**config.mk**
```make
export PLATFORM = sky130hd
export DESIGN_NAME = matmul_seq
export DESIGN_NICKNAME = d
export VERILOG_FILES = /design/src/rtl/matmul_seq_pkg.sv /design/src/rtl/matmul_seq_unload.sv /design/src/rtl/matmul_seq.sv
export SDC_FILE = /design/constraint.sdc
export NUM_CORES = 1
export LEC_CHECK = 0
export BUFFER_PORTS_ARGS = -buffer_cell sky130_fd_sc_hd__buf_2
export CAP_MARGIN = 10
export CORE_MARGIN = 8
export CORE_UTILIZATION = 25
export CTS_BUF_LIST = sky130_fd_sc_hd__clkbuf_4
export CTS_CLUSTER_DIAMETER = 100
export CTS_CLUSTER_SIZE = 25
export DETAILED_ROUTE_END_ITERATION = 16
export SYNTH_ARGS = -nofsm -noshare
export SYNTH_HDL_FRONTEND = slang
export SYNTH_HIERARCHICAL = 1
export SYNTH_SLANG_ARGS = --single-unit
```
**constraint.sdc**
```tcl
create_clock -name clock -period 6.1 [get_ports clock]
set_clock_uncertainty 0.1 [all_clocks]
set_input_delay 0.915 -clock clock [delete_from_list [all_inputs] [get_ports clock]]
set_output_delay 0.915 -clock clock [all_outputs]
set_load 0.05 [all_outputs]
```
**src/rtl/matmul_seq_pkg.sv**
```systemverilog
`default_nettype none
// ============================================================================
//  Module   : matmul_seq_pkg
//  Brief    : Shared types and default constants for the matmul job sequencer.
//  Revision : 1.0  initial release
// ============================================================================
package matmul_seq_pkg;

    localparam int c_N          = 8;
    localparam int c_LOG2_N     = 3;
    localparam int c_ADDR_WIDTH = 2 * c_LOG2_N;
    localparam int c_NN         = c_N * c_N;
    localparam int c_CNT_WIDTH  = c_ADDR_WIDTH + 1;

    typedef enum logic [2:0] {
        S_LOAD_A     = 3'd0,
        S_LOAD_B     = 3'd1,
        S_MM_RST     = 3'd2,
        S_MM_START   = 3'd3,
        S_MM_WAIT    = 3'd4,
        S_UNLOAD_RD  = 3'd5,
        S_UNLOAD_CAP = 3'd6,
        S_UNLOAD_OUT = 3'd7
    } state_t;

    // Load counter carries one extra bit so N*N itself is representable.
    function automatic int cnt_width(input int addr_width);
        return addr_width + 1;
    endfunction

endpackage
`default_nettype wire

```
**src/rtl/matmul_seq_unload.sv**
```systemverilog
`default_nettype none
// ============================================================================
//  Module   : matmul_seq_unload
//  Brief    : C BRAM read / capture / output-handshake path of the sequencer.
//  Revision : 1.0  initial release
// ============================================================================
module matmul_seq_unload
    import matmul_seq_pkg::*;
#(
    parameter int N          = 8,
    parameter int DATA_WIDTH = 32,
    parameter int ADDR_WIDTH = 6
) (
    input  logic                  clock,
    input  logic                  reset,
    input  logic                  i_clear,
    input  logic                  i_cap_en,
    input  logic                  i_out_en,
    input  logic                  i_out_ready,
    input  logic [DATA_WIDTH-1:0] i_c_dout,
    output logic [ADDR_WIDTH-1:0] o_c_rd_addr,
    output logic [DATA_WIDTH-1:0] o_out_data,
    output logic                  o_out_valid,
    output logic                  o_last,
    output logic                  o_handshake
);

    localparam logic [ADDR_WIDTH-1:0] c_LAST_ADDR = ADDR_WIDTH'(N * N - 1);

    logic [ADDR_WIDTH-1:0] r_addr;
    logic [DATA_WIDTH-1:0] r_data;
    logic                  r_valid;
    logic                  w_last;
    logic                  w_hs;

    assign w_last = (r_addr == c_LAST_ADDR);
    assign w_hs   = i_out_en && i_out_ready;

    always_ff @(posedge clock or posedge reset) begin
        if (reset) begin
            r_addr  <= '0;
            r_data  <= '0;
            r_valid <= 1'b0;
        end else begin
            if (i_clear) begin
                r_addr <= '0;
            end
            if (i_cap_en) begin
                r_data  <= i_c_dout;
                r_valid <= 1'b1;
            end
            // Address stays parked on the last word until the next job clears it.
            if (w_hs) begin
                r_valid <= 1'b0;
                if (!w_last) begin
                    r_addr <= r_addr + ADDR_WIDTH'(1);
                end
            end
        end
    end

    assign o_c_rd_addr = r_addr;
    assign o_out_data  = r_data;
    assign o_out_valid = r_valid;
    assign o_last      = w_last;
    assign o_handshake = w_hs;

endmodule
`default_nettype wire

```
**src/rtl/matmul_seq.sv**
```systemverilog
`default_nettype none
// ============================================================================
//  Module   : matmul_seq
//  Brief    : Job sequencer: loads A/B BRAMs, runs the matmul engine, streams C.
//             Optional MATMUL_SEQ_PERF_EN adds perf_cycles (MM_WAIT cycle count).
//  Revision : 1.0  initial release
// ============================================================================
module matmul_seq
    import matmul_seq_pkg::*;
#(
    parameter int N          = 8,
    parameter int LOG2_N     = 3,
    parameter int DATA_WIDTH = 32,
    parameter int ADDR_WIDTH = 6
) (
    input  logic                  clock,
    input  logic                  reset,
    input  logic [DATA_WIDTH-1:0] in_data,
    input  logic                  in_valid,
    output logic                  in_ready,
    output logic [DATA_WIDTH-1:0] out_data,
    output logic                  out_valid,
    input  logic                  out_ready,
    output logic [DATA_WIDTH-1:0] a_din,
    output logic [ADDR_WIDTH-1:0] a_wr_addr,
    output logic                  a_wr_en,
    output logic [DATA_WIDTH-1:0] b_din,
    output logic [ADDR_WIDTH-1:0] b_wr_addr,
    output logic                  b_wr_en,
    input  logic [DATA_WIDTH-1:0] c_dout,
    output logic [ADDR_WIDTH-1:0] c_rd_addr,
    output logic                  mm_reset,
    output logic                  mm_start,
    input  logic                  mm_done,
    output logic                  busy
`ifdef MATMUL_SEQ_PERF_EN
    ,
    output logic [31:0]           perf_cycles
`endif
);

    localparam int                c_NN_J      = N * N;
    localparam int                c_CW        = cnt_width(ADDR_WIDTH);
    localparam logic [c_CW-1:0]   c_LOAD_LAST = c_CW'(c_NN_J - 1);

    state_t            r_state;
    logic [c_CW-1:0]   r_load_cnt;
    logic              r_mm_reset;
    logic              r_mm_start;

    logic              w_load;
    logic              w_accept;
    logic              w_load_last;
    logic              w_unload_clear;
    logic              w_unload_cap;
    logic              w_unload_out;
    logic              w_unload_last;
    logic              w_unload_hs;

    assign w_load      = (r_state == S_LOAD_A) || (r_state == S_LOAD_B);
    assign w_accept    = in_valid && w_load;
    assign w_load_last = (r_load_cnt == c_LOAD_LAST);

    assign in_ready  = w_load;
    assign a_wr_en   = w_accept && (r_state == S_LOAD_A);
    assign b_wr_en   = w_accept && (r_state == S_LOAD_B);
    assign a_din     = in_data;
    assign b_din     = in_data;
    assign a_wr_addr = r_load_cnt[2*LOG2_N-1:0];
    assign b_wr_addr = r_load_cnt[2*LOG2_N-1:0];

    assign busy     = !((r_state == S_LOAD_A) && (r_load_cnt == '0));
    assign mm_reset = r_mm_reset;
    assign mm_start = r_mm_start;

    assign w_unload_clear = (r_state == S_MM_WAIT) && mm_done;
    assign w_unload_cap   = (r_state == S_UNLOAD_CAP);
    assign w_unload_out   = (r_state == S_UNLOAD_OUT);

    matmul_seq_unload #(
        .N          (N),
        .DATA_WIDTH (DATA_WIDTH),
        .ADDR_WIDTH (ADDR_WIDTH)
    ) u_unload (
        .clock       (clock),
        .reset       (reset),
        .i_clear     (w_unload_clear),
        .i_cap_en    (w_unload_cap),
        .i_out_en    (w_unload_out),
        .i_out_ready (out_ready),
        .i_c_dout    (c_dout),
        .o_c_rd_addr (c_rd_addr),
        .o_out_data  (out_data),
        .o_out_valid (out_valid),
        .o_last      (w_unload_last),
        .o_handshake (w_unload_hs)
    );

    // mm_reset powers up high so the engine is held in reset until the first edge.
    always_ff @(posedge clock or posedge reset) begin
        if (reset) begin
            r_state    <= S_LOAD_A;
            r_load_cnt <= '0;
            r_mm_reset <= 1'b1;
            r_mm_start <= 1'b0;
        end else begin
            r_mm_reset <= 1'b0;
            r_mm_start <= 1'b0;
            case (r_state)
                S_LOAD_A: begin
                    if (w_accept) begin
                        if (w_load_last) begin
                            r_load_cnt <= '0;
                            r_state    <= S_LOAD_B;
                        end else begin
                            r_load_cnt <= r_load_cnt + c_CW'(1);
                        end
                    end
                end
                S_LOAD_B: begin
                    if (w_accept) begin
                        if (w_load_last) begin
                            r_load_cnt <= '0;
                            r_mm_reset <= 1'b1;
                            r_state    <= S_MM_RST;
                        end else begin
                            r_load_cnt <= r_load_cnt + c_CW'(1);
                        end
                    end
                end
                S_MM_RST: begin
                    r_mm_start <= 1'b1;
                    r_state    <= S_MM_START;
                end
                S_MM_START: begin
                    r_state <= S_MM_WAIT;
                end
                S_MM_WAIT: begin
                    if (mm_done) begin
                        r_state <= S_UNLOAD_RD;
                    end
                end
                S_UNLOAD_RD: begin
                    r_state <= S_UNLOAD_CAP;
                end
                S_UNLOAD_CAP: begin
                    r_state <= S_UNLOAD_OUT;
                end
                S_UNLOAD_OUT: begin
                    if (w_unload_hs) begin
                        r_state <= w_unload_last ? S_LOAD_A : S_UNLOAD_RD;
                    end
                end
                default: begin
                    r_state <= S_LOAD_A;
                end
            endcase
        end
    end

`ifdef MATMUL_SEQ_PERF_EN
    logic [31:0] r_perf;

    // Counts MM_WAIT cycles spent before done is seen; saturates at all-ones.
    always_ff @(posedge clock or posedge reset) begin
        if (reset) begin
            r_perf <= '0;
        end else if (r_state == S_MM_START) begin
            r_perf <= '0;
        end else if ((r_state == S_MM_WAIT) && !mm_done && (r_perf != '1)) begin
            r_perf <= r_perf + 32'd1;
        end
    end

    assign perf_cycles = r_perf;
`endif

endmodule
`default_nettype wire

```
==> impl_summary.log, run 1 <==
INFO  metric layoutNonFillerInstCount = 416
INFO  metric vias_per_cell = 4.26
INFO  metric critical_path.startpoint_type = primary input
INFO  metric max_cap_violations = 0
INFO  metric area.growth.synth_to_final = 3.70%
INFO  metric drt-total-wl = 5.85 mm
INFO  metric placed_cell_count = 407
INFO  metric residual_drc = 0
INFO  metric antenna_found_initial = 1
INFO  metric yosysMostFrequentCell = sky130_fd_sc_hd__buf_4
INFO  metric worst_setup_hold_path_clk_slew = 140 ps
INFO  metric post-synth-top-area-fraction = 44.5%
INFO  metric last_weighted_congestion_value_of_the_routability_driven_placer = 0.789
INFO  metric core_region_area = 10900 sq um
INFO  metric finalHoldViolCount = 0
INFO  metric hold_slack = 403 ps
INFO  metric global_route_usage_sum = 7.94%
INFO  metric synth_common_cells = 76 x sky130_fd_sc_hd__buf_4, 50 x sky130_fd_sc_hd__dfrtp_1, 33 x sky130_fd_sc_hd__mux2_2
INFO  metric die-area = 14900 sq um
INFO  metric path_max_fanout = 6
INFO  metric upper_clock_frequency_limit = 338 MHz
INFO  metric synth_edf_count = 0
INFO  metric power.internal = 0.795 mW
INFO  metric ys_seq_area_share = 45.5%
INFO  metric global_route_congestion_overflow_total = 0
INFO  metric critical_path_required = 5080 ps
INFO  metric setup-tns-final = 0 ps
INFO  metric cts_post_setup_buffers_inserted = 0
INFO  metric grt.met2_usage = 12.6%
INFO  metric drt-initial-drc-count = 91
INFO  metric design_power_total = 1.65 mW
INFO  metric num_io_pins = 190
INFO  metric dpl_worst_slack = 3150 ps
INFO  metric async_reset_ff_share = 100%
INFO  metric finalSetupViolations = 0
INFO  metric timing.final.crit_share = 48.5%
INFO  metric portBuffers = 93
INFO  metric clock_power_share = 9.1%
INFO  metric whs_endpoint = u_unload/o_out_valid
INFO  metric timing.final.ws_setup = 3140 ps
INFO  metric postLayoutCellArea = 2910 sq um
INFO  metric status = finished, final reports clean
INFO  metric p_sw = 0.858 mW
INFO  metric regToRegEndpoint = r_state[0]
INFO  metric power.static_leakage = 1.33 nW
INFO  metric syn_inst = 257
INFO  metric synth.top_cells.by_area = sky130_fd_sc_hd__dfrtp_1 45%, sky130_fd_sc_hd__buf_4 20%, sky130_fd_sc_hd__mux2_2 13%, sky130_fd_sc_hd__ha_1 1.3%, sky130_fd_sc_hd__nand3_1 1.2%
INFO  metric layout.nets = 346
INFO  metric use_met3 = 2.96%
INFO  metric reg2reg_start = r_state[0]
INFO  metric postCtsHoldBufs = 0
INFO  metric setup.reg_to_reg.worst_slack = 3830 ps
INFO  metric power.share.switching = 51.9%
INFO  metric initial_core_util = 25.8%
INFO  metric worst_hold_path_type = reg -> reg
INFO  metric slew_headroom = 38.1%
INFO  metric yosys.cell_types.count = 37
INFO  metric clock_latency = 360 ps
INFO  metric antenna_left = 0
INFO  metric row_count = 38
INFO  metric layout.core_utilization = 26.8%
INFO  metric ir_drop = 0.228 mV
INFO  metric holdPathStages = 2
INFO  metric power_density = 568 nW/um^2
INFO  metric setup_repair_after_global_routing_missed_its_margin = no
INFO  metric maxSlewViolCount = 0
INFO  metric die_width = 122 um
INFO  metric tritoncts = yes
INFO  metric period_needed = 2960 ps
INFO  metric synth_top_flop_cell = sky130_fd_sc_hd__dfrtp_1
INFO  metric via_count_of_the_first_global_routing_pass = 1851
INFO  metric ff2ff_path_depth = 6
INFO  metric startpoint_of_the_lowest_slack_hold_path = u_unload/o_out_valid
INFO  metric globalRoute.busiestLayer = met2
INFO  metric synth.ff_latch_count = 51
INFO  metric average_cell_area_after_synthesis = 10.9 sq um
INFO  metric synthesized_netlist_net_count = 329
INFO  metric post_dp_cell_area = 2860 sq um
INFO  metric cp_data_arrival_time = 1940 ps
INFO  metric clock_buffer_count_from_cts = 5
INFO  metric yosysWarnings = 6
INFO  metric dr_total_vias = 1772
INFO  metric cts_max_level = 2
INFO  metric grt_start_max_net_pins = 40
INFO  metric post_route_cells_drive_above_1_share = 50.2%
INFO  metric synth_top_cell_by_area = sky130_fd_sc_hd__dfrtp_1
INFO  metric drt_pass1_iterations = 4
INFO  metric hpwl = 4.40 mm
INFO  metric grt_use_met1 = 9.02%
INFO  metric path_class = in -> out
INFO  metric clk_root_buffer_cell = sky130_fd_sc_hd__clkbuf_4
INFO  metric cts.path.max_buffers = 2
INFO  metric wire_length_of_the_first_global_routing_pass = 9.41 mm
INFO  metric synthesis.area = 2810 sq um
INFO  metric endpoint_kind = primary output
INFO  metric worst-slew-pin-transition = 926 ps
INFO  metric part_of_the_total_power_dissipated_in_sequential_elements = 34.8%
INFO  metric combPwrFrac = 56.1%
INFO  metric chipHeight = 122 um
INFO  metric fillers = 1172
INFO  metric cts_num_sinks = 51
INFO  metric drt-wirelength-per-cell = 14.1 um
INFO  metric ctsResizeCount = 0
[state kept, by name, indices dropped and copies added (netlist names)]
name                  count
mm_reset                  1
u_unload/o_out_valid      1
u_unload/o_c_rd_addr      6
r_load_cnt                7
u_unload/o_out_data      32
mm_start                  1
r_state                   3
[routing by layer]
layer / routed length, um / vias up
li1: - / 837
met1: 2370 / 858
met2: 2720 / 66
met3: 629 / 11
met4: 138 / 0
met5: 0 / -
[logic make-up after synthesis]
family	after synthesis	share of synthesized area [%]
xor gates and xnor gates	3	0.936
DFF	51	45.5
AOI/OAI and AO/OA	25	6.01
and+or+nand+nor	49	9.98
adders and majority gates	3	1.34
buffers and inverters	92	22.7
muxes	34	13.6
[cells in the final DEF, fill, tap and decap left out, types with 5 or more instances in the layout]
master                     count
sky130_fd_sc_hd__a21oi_1       5
sky130_fd_sc_hd__buf_2        93
sky130_fd_sc_hd__clkbuf_4      6
sky130_fd_sc_hd__dfrtp_1      50
sky130_fd_sc_hd__inv_1         8
sky130_fd_sc_hd__mux2_2       33
sky130_fd_sc_hd__nand2_1       9
sky130_fd_sc_hd__nand3_1       7
sky130_fd_sc_hd__nor2_1        7
[area by class of cell]
class	count	area, sq um	share of cell area, %
clock inverters	2	7.51	0.258
repair buffers	94	473	16.2
flip-flops and latches	51	1280	43.9
multi-input cells	114	902	31.0
clock buffers	6	45.0	1.55
inverters	8	30.0	1.03
well taps	140	175	6.01
diodes	1	2.50	0.0859
[critical path: stages]
cell and delay [ps]:
sky130_fd_sc_hd__buf_2 80, sky130_fd_sc_hd__nor3b_1 480, sky130_fd_sc_hd__and2_1 210, sky130_fd_sc_hd__buf_2 260
[how the worst max path moves through the flow]
stage / startpoint / to / slack (ps) / cells after the start
2_1_floorplan: in_valid / a_wr_en / 3040 / 3
3_3_place_gp: in_valid / b_wr_en / 3230 / 4
3_5_place_dp: in_valid / b_wr_en / 3150 / 4
4_1_cts: r_state[2] / b_wr_en / 3140 / 3
5_1_grt: r_state[2] / b_wr_en / 3030 / 3
6_report: in_valid / b_wr_en / 3140 / 4
[power groups by stage]
stage / combinational (mW) / sequential, mW / clock, mW
after floorplan: 0.409 / 1.01 / 0
after global placement: 0.933 / 0.579 / 0
after detailed placement: 0.943 / 0.587 / 0
after CTS: 0.944 / 0.579 / 0.167
after global routing: 0.982 / 0.602 / 0.180
final: 0.928 / 0.575 / 0.150
Note: power is estimated with default switching activity, not from simulation.
==> run 2: changes to the inputs <==
ABC_AREA = 1   (was not set)
clock period = 3 ns   (was 6.1 ns; I/O delays follow)
==> run 2 against run 1 <==
Effect of this change: synthesized cell count grew 40%; critical path depth is the same; flip-flop and latch count is the same; first-iteration DRC count grew 9.9%; final cell count grew 25%; combinational power shrank 51%; critical path type is now reg -> out; largest cell class unchanged; largest power group is now registers; highest routed layer unchanged.
==> impl_summary.log, run 2 <==
INFO  metric dpl_worst_slack = 1310 ps (-1840 ps)
INFO  metric die_width = 123 um (+1.1%)
INFO  metric upper_clock_frequency_limit = 478 MHz
INFO  metric cts.path.max_buffers = 2 (unchanged)
INFO  metric ctsResizeCount = 0 (unchanged)
INFO  metric average_cell_area_after_synthesis = 8.02 sq um (-27%)
INFO  metric synth_simple_gate_area_share = 26.1% (+16 points)
INFO  metric global_route_usage_sum = 8.59% (+0.66 points)
INFO  metric most_common_library_cell_in_the_layout_ignoring_fill_and_taps = sky130_fd_sc_hd__nand2_1
INFO  metric layout.nets = 448 (+29%)
INFO  metric area.growth.synth_to_final = 3.34%
INFO  metric async_reset_ff_share = 100% (unchanged)
INFO  metric critical_path.cell_chain = nor2_2 -> nand2_2 -> nor2_1 -> buf_2
INFO  metric synth_top_family_by_area = simple AND/OR/NAND/NOR gates
INFO  metric flip_flop_count_of_the_largest_register_all_copies_and_words_added = 32 (unchanged)
INFO  metric dr_total_vias = 2092 (+18%)
INFO  metric slew_headroom = 62.7% (+25 points)
INFO  metric die-area = 15200 sq um (+2.2%)
INFO  metric via_count_of_the_first_global_routing_pass = 2070 (+12%)
INFO  metric worst_setup_hold_path_clk_slew = 150 ps (about the same)
INFO  metric synth_compound_area_share = 2.26% (-3.8 points)
INFO  metric setup_repair_after_global_routing_missed_its_margin = no
INFO  metric critical_path.slowest_cell = sky130_fd_sc_hd__dfrtp_1
INFO  metric drt-initial-drc-count = 100 (+9.9%)
INFO  metric num_antenna_cells = 0 (-1)
INFO  metric core_region_area = 11300 sq um (+4.0%)
INFO  metric post_synth_xor_area_fraction = 1.22% (+0.28 points)
INFO  metric setup-tns-final = 0 ps (unchanged)
INFO  metric initial_core_util = 25.4% (-0.36 points)
INFO  metric finalHoldViolCount = 0 (unchanged)
INFO  metric synth.ff_latch_count = 51 (unchanged)
INFO  metric drt_pass1_iterations = 4 (unchanged)
INFO  metric synth_top_cell_by_area = sky130_fd_sc_hd__dfrtp_1
INFO  metric placed_cell_count = 512 (+26%)
INFO  metric synth_top_flop_cell = sky130_fd_sc_hd__dfrtp_1
INFO  metric ys_seq_area_share = 44.4% (-1.1 points)
INFO  metric tritoncts = yes
INFO  metric critical_path.startpoint_type = register
INFO  metric yosys.cell_types.count = 27 (-27%)
INFO  metric post_route_cells_drive_above_1_share = 31.8% (-18 points)
INFO  metric cp_data_arrival_time = 1540 ps (-400 ps)
INFO  metric power.static_leakage = 1.48 nW (+11%)
INFO  metric postCtsHoldBufs = 0 (unchanged)
INFO  metric synth_edf_count = 0 (unchanged)
INFO  metric global_route_congestion_overflow_total = 0 (unchanged)
INFO  metric cts_post_setup_buffers_inserted = 0 (unchanged)
INFO  metric worst-slew-pin-transition = 558 ps (-368 ps)
INFO  metric antenna_left = 0 (unchanged)
INFO  metric postLayoutCellArea = 2980 sq um (+2.2%)
INFO  metric layout_common_cells = 128 x sky130_fd_sc_hd__nand2_1, 93 x sky130_fd_sc_hd__buf_2, 50 x sky130_fd_sc_hd__dfrtp_1
INFO  metric post_synth_mux_area_share = 0% (-14 points)
INFO  metric synthAdderAreaFrac = 1.30% (-0.033 points)
INFO  metric synthesized_netlist_net_count = 431 (+31%)
INFO  metric yosysWarnings = 6 (unchanged)
INFO  metric path_class = reg -> out
INFO  metric clock_buffer_count_from_cts = 5 (unchanged)
INFO  metric grt_start_max_net_pins = 40 (unchanged)
INFO  metric last_weighted_congestion_value_of_the_routability_driven_placer = 0.772 (-2.2%)
INFO  metric period_needed = 2090 ps
INFO  metric timing.final.ws_setup = 908 ps (-2240 ps)
INFO  metric drt-total-wl = 6.71 mm (+15%)
INFO  metric design_power_total = 1.56 mW (-5.4%)
INFO  metric setup.reg_to_reg.worst_slack = 1310 ps (-2520 ps)
INFO  metric layout.core_utilization = 26.3% (-0.46 points)
INFO  metric vias_per_cell = 4.02 (-5.6%)
INFO  metric clk_root_buffer_cell = sky130_fd_sc_hd__clkbuf_4
INFO  metric critical_path_required = 2450 ps (-2630 ps)
INFO  metric synth_common_cells = 128 x sky130_fd_sc_hd__nand2_1, 76 x sky130_fd_sc_hd__buf_4, 50 x sky130_fd_sc_hd__dfrtp_1
INFO  metric max_cap_violations = 0 (unchanged)
INFO  metric endpoint_kind = primary output
INFO  metric yosysMostFrequentCell = sky130_fd_sc_hd__nand2_1
INFO  metric portBuffers = 93 (unchanged)
INFO  metric antenna_found_initial = 0 (-1)
INFO  metric worst_hold_path_type = in -> async
INFO  metric wire_length_of_the_first_global_routing_pass = 10.6 mm (+12%)
INFO  metric power_density = 526 nW/um^2 (-7.4%)
INFO  metric syn_inst = 359 (+40%)
INFO  metric hpwl = 5.09 mm (+16%)
INFO  metric hold_slack = 3.31 ps (-400 ps)
INFO  metric num_io_pins = 190 (unchanged)
INFO  metric clock_latency = 350 ps (about the same)
INFO  metric post_dp_cell_area = 2920 sq um (+2.1%)
INFO  metric path_max_fanout = 7 (+1)
INFO  metric timing.final.crit_share = 69.7%
INFO  metric cts_num_sinks = 51 (unchanged)
INFO  metric synthesis.area = 2880 sq um (+2.5%)
INFO  metric maxSlewViolCount = 0 (unchanged)
INFO  metric chipHeight = 123 um (+1.1%)
INFO  metric drt-wirelength-per-cell = 12.9 um (-8.3%)
INFO  metric residual_drc = 0 (unchanged)
INFO  metric cts_max_level = 2 (unchanged)
INFO  metric synth.top_cells.by_area = sky130_fd_sc_hd__dfrtp_1 43%, sky130_fd_sc_hd__buf_4 20%, sky130_fd_sc_hd__nand2_1 17%, sky130_fd_sc_hd__nand3_1 2.8%, sky130_fd_sc_hd__inv_1 2.6%
INFO  metric layoutNonFillerInstCount = 520 (+25%)
INFO  metric worst_path_largest_cell_delay = 500 ps (+20 ps)
INFO  metric post-synth-top-area-fraction = 43.4% (-1.1 points)
INFO  metric ir_drop = 0.319 mV (+39%)
INFO  metric row_count = 39 (+2.6%)
INFO  metric finalSetupViolations = 0 (unchanged)
INFO  metric status = finished, final reports clean
## run 2: path summary, 6_finish.rpt
| check | cells past startpoint | startpoint | end |
|---|---|---|---|
| setup reg to reg | 11 | r_state[0] | r_state[0] |
| setup / recovery | 4 | r_state[2] | a_wr_en |
| max in group asynchronous | 3 | reset | u_unload/o_out_data[8] |
| hold reg to reg | 2 | u_unload/o_out_data[31] | u_unload/o_out_data[31] |
| hold / removal | 2 | reset | r_load_cnt[0] |
| min in group clock | 3 | c_dout[20] | u_unload/o_out_data[20] |
## run 2: report_power, final
group | total, mW | switching [mW] | internal [mW] | leakage (nW)
Combinational | 0.455 | 0.352 | 0.103 | 0.930
Clock | 0.316 | 0.225 | 0.0907 | 0.0288
Sequential | 0.793 | 0.0678 | 0.726 | 0.518
## run 2: cell type report
| class | instances | area (sq um) |
|---|---|---|
| clock inverters | 3 | 20.0 |
| inverters | 25 | 93.8 |
| repair buffers | 95 | 480 |
| multi-input cells | 198 | 888 |
| fillers | 1253 | 8340 |
| well taps | 143 | 179 |
| clock buffers | 5 | 37.5 |
| flip-flops and latches | 51 | 1280 |
## run 2: cell families after synthesis
family / Yosys count
AO/OA/AOI/OAI: 12
adder cells (fa/ha/maj): 3
AND/OR/NAND/NOR: 179
flip-flops: 51
buffers and inverters: 110
XOR/XNOR: 4
## run 2: critical path: cells and delay by family (launching register included)
| family | cells | cell delay [ps] |
|---|---|---|
| simple gates | 3 | 420 |
| buf+inv | 1 | 270 |
| flops | 1 | 500 |
## run 2: layer usage
layer  track usage (%)  share of wire (%)  up-vias
met3              2.97                 11       21
met5                 0                  0        -
li1                  -                  -     1057
met1              9.84                 41      942
met2              14.6                 47       72
met4              3.09                1.3        0
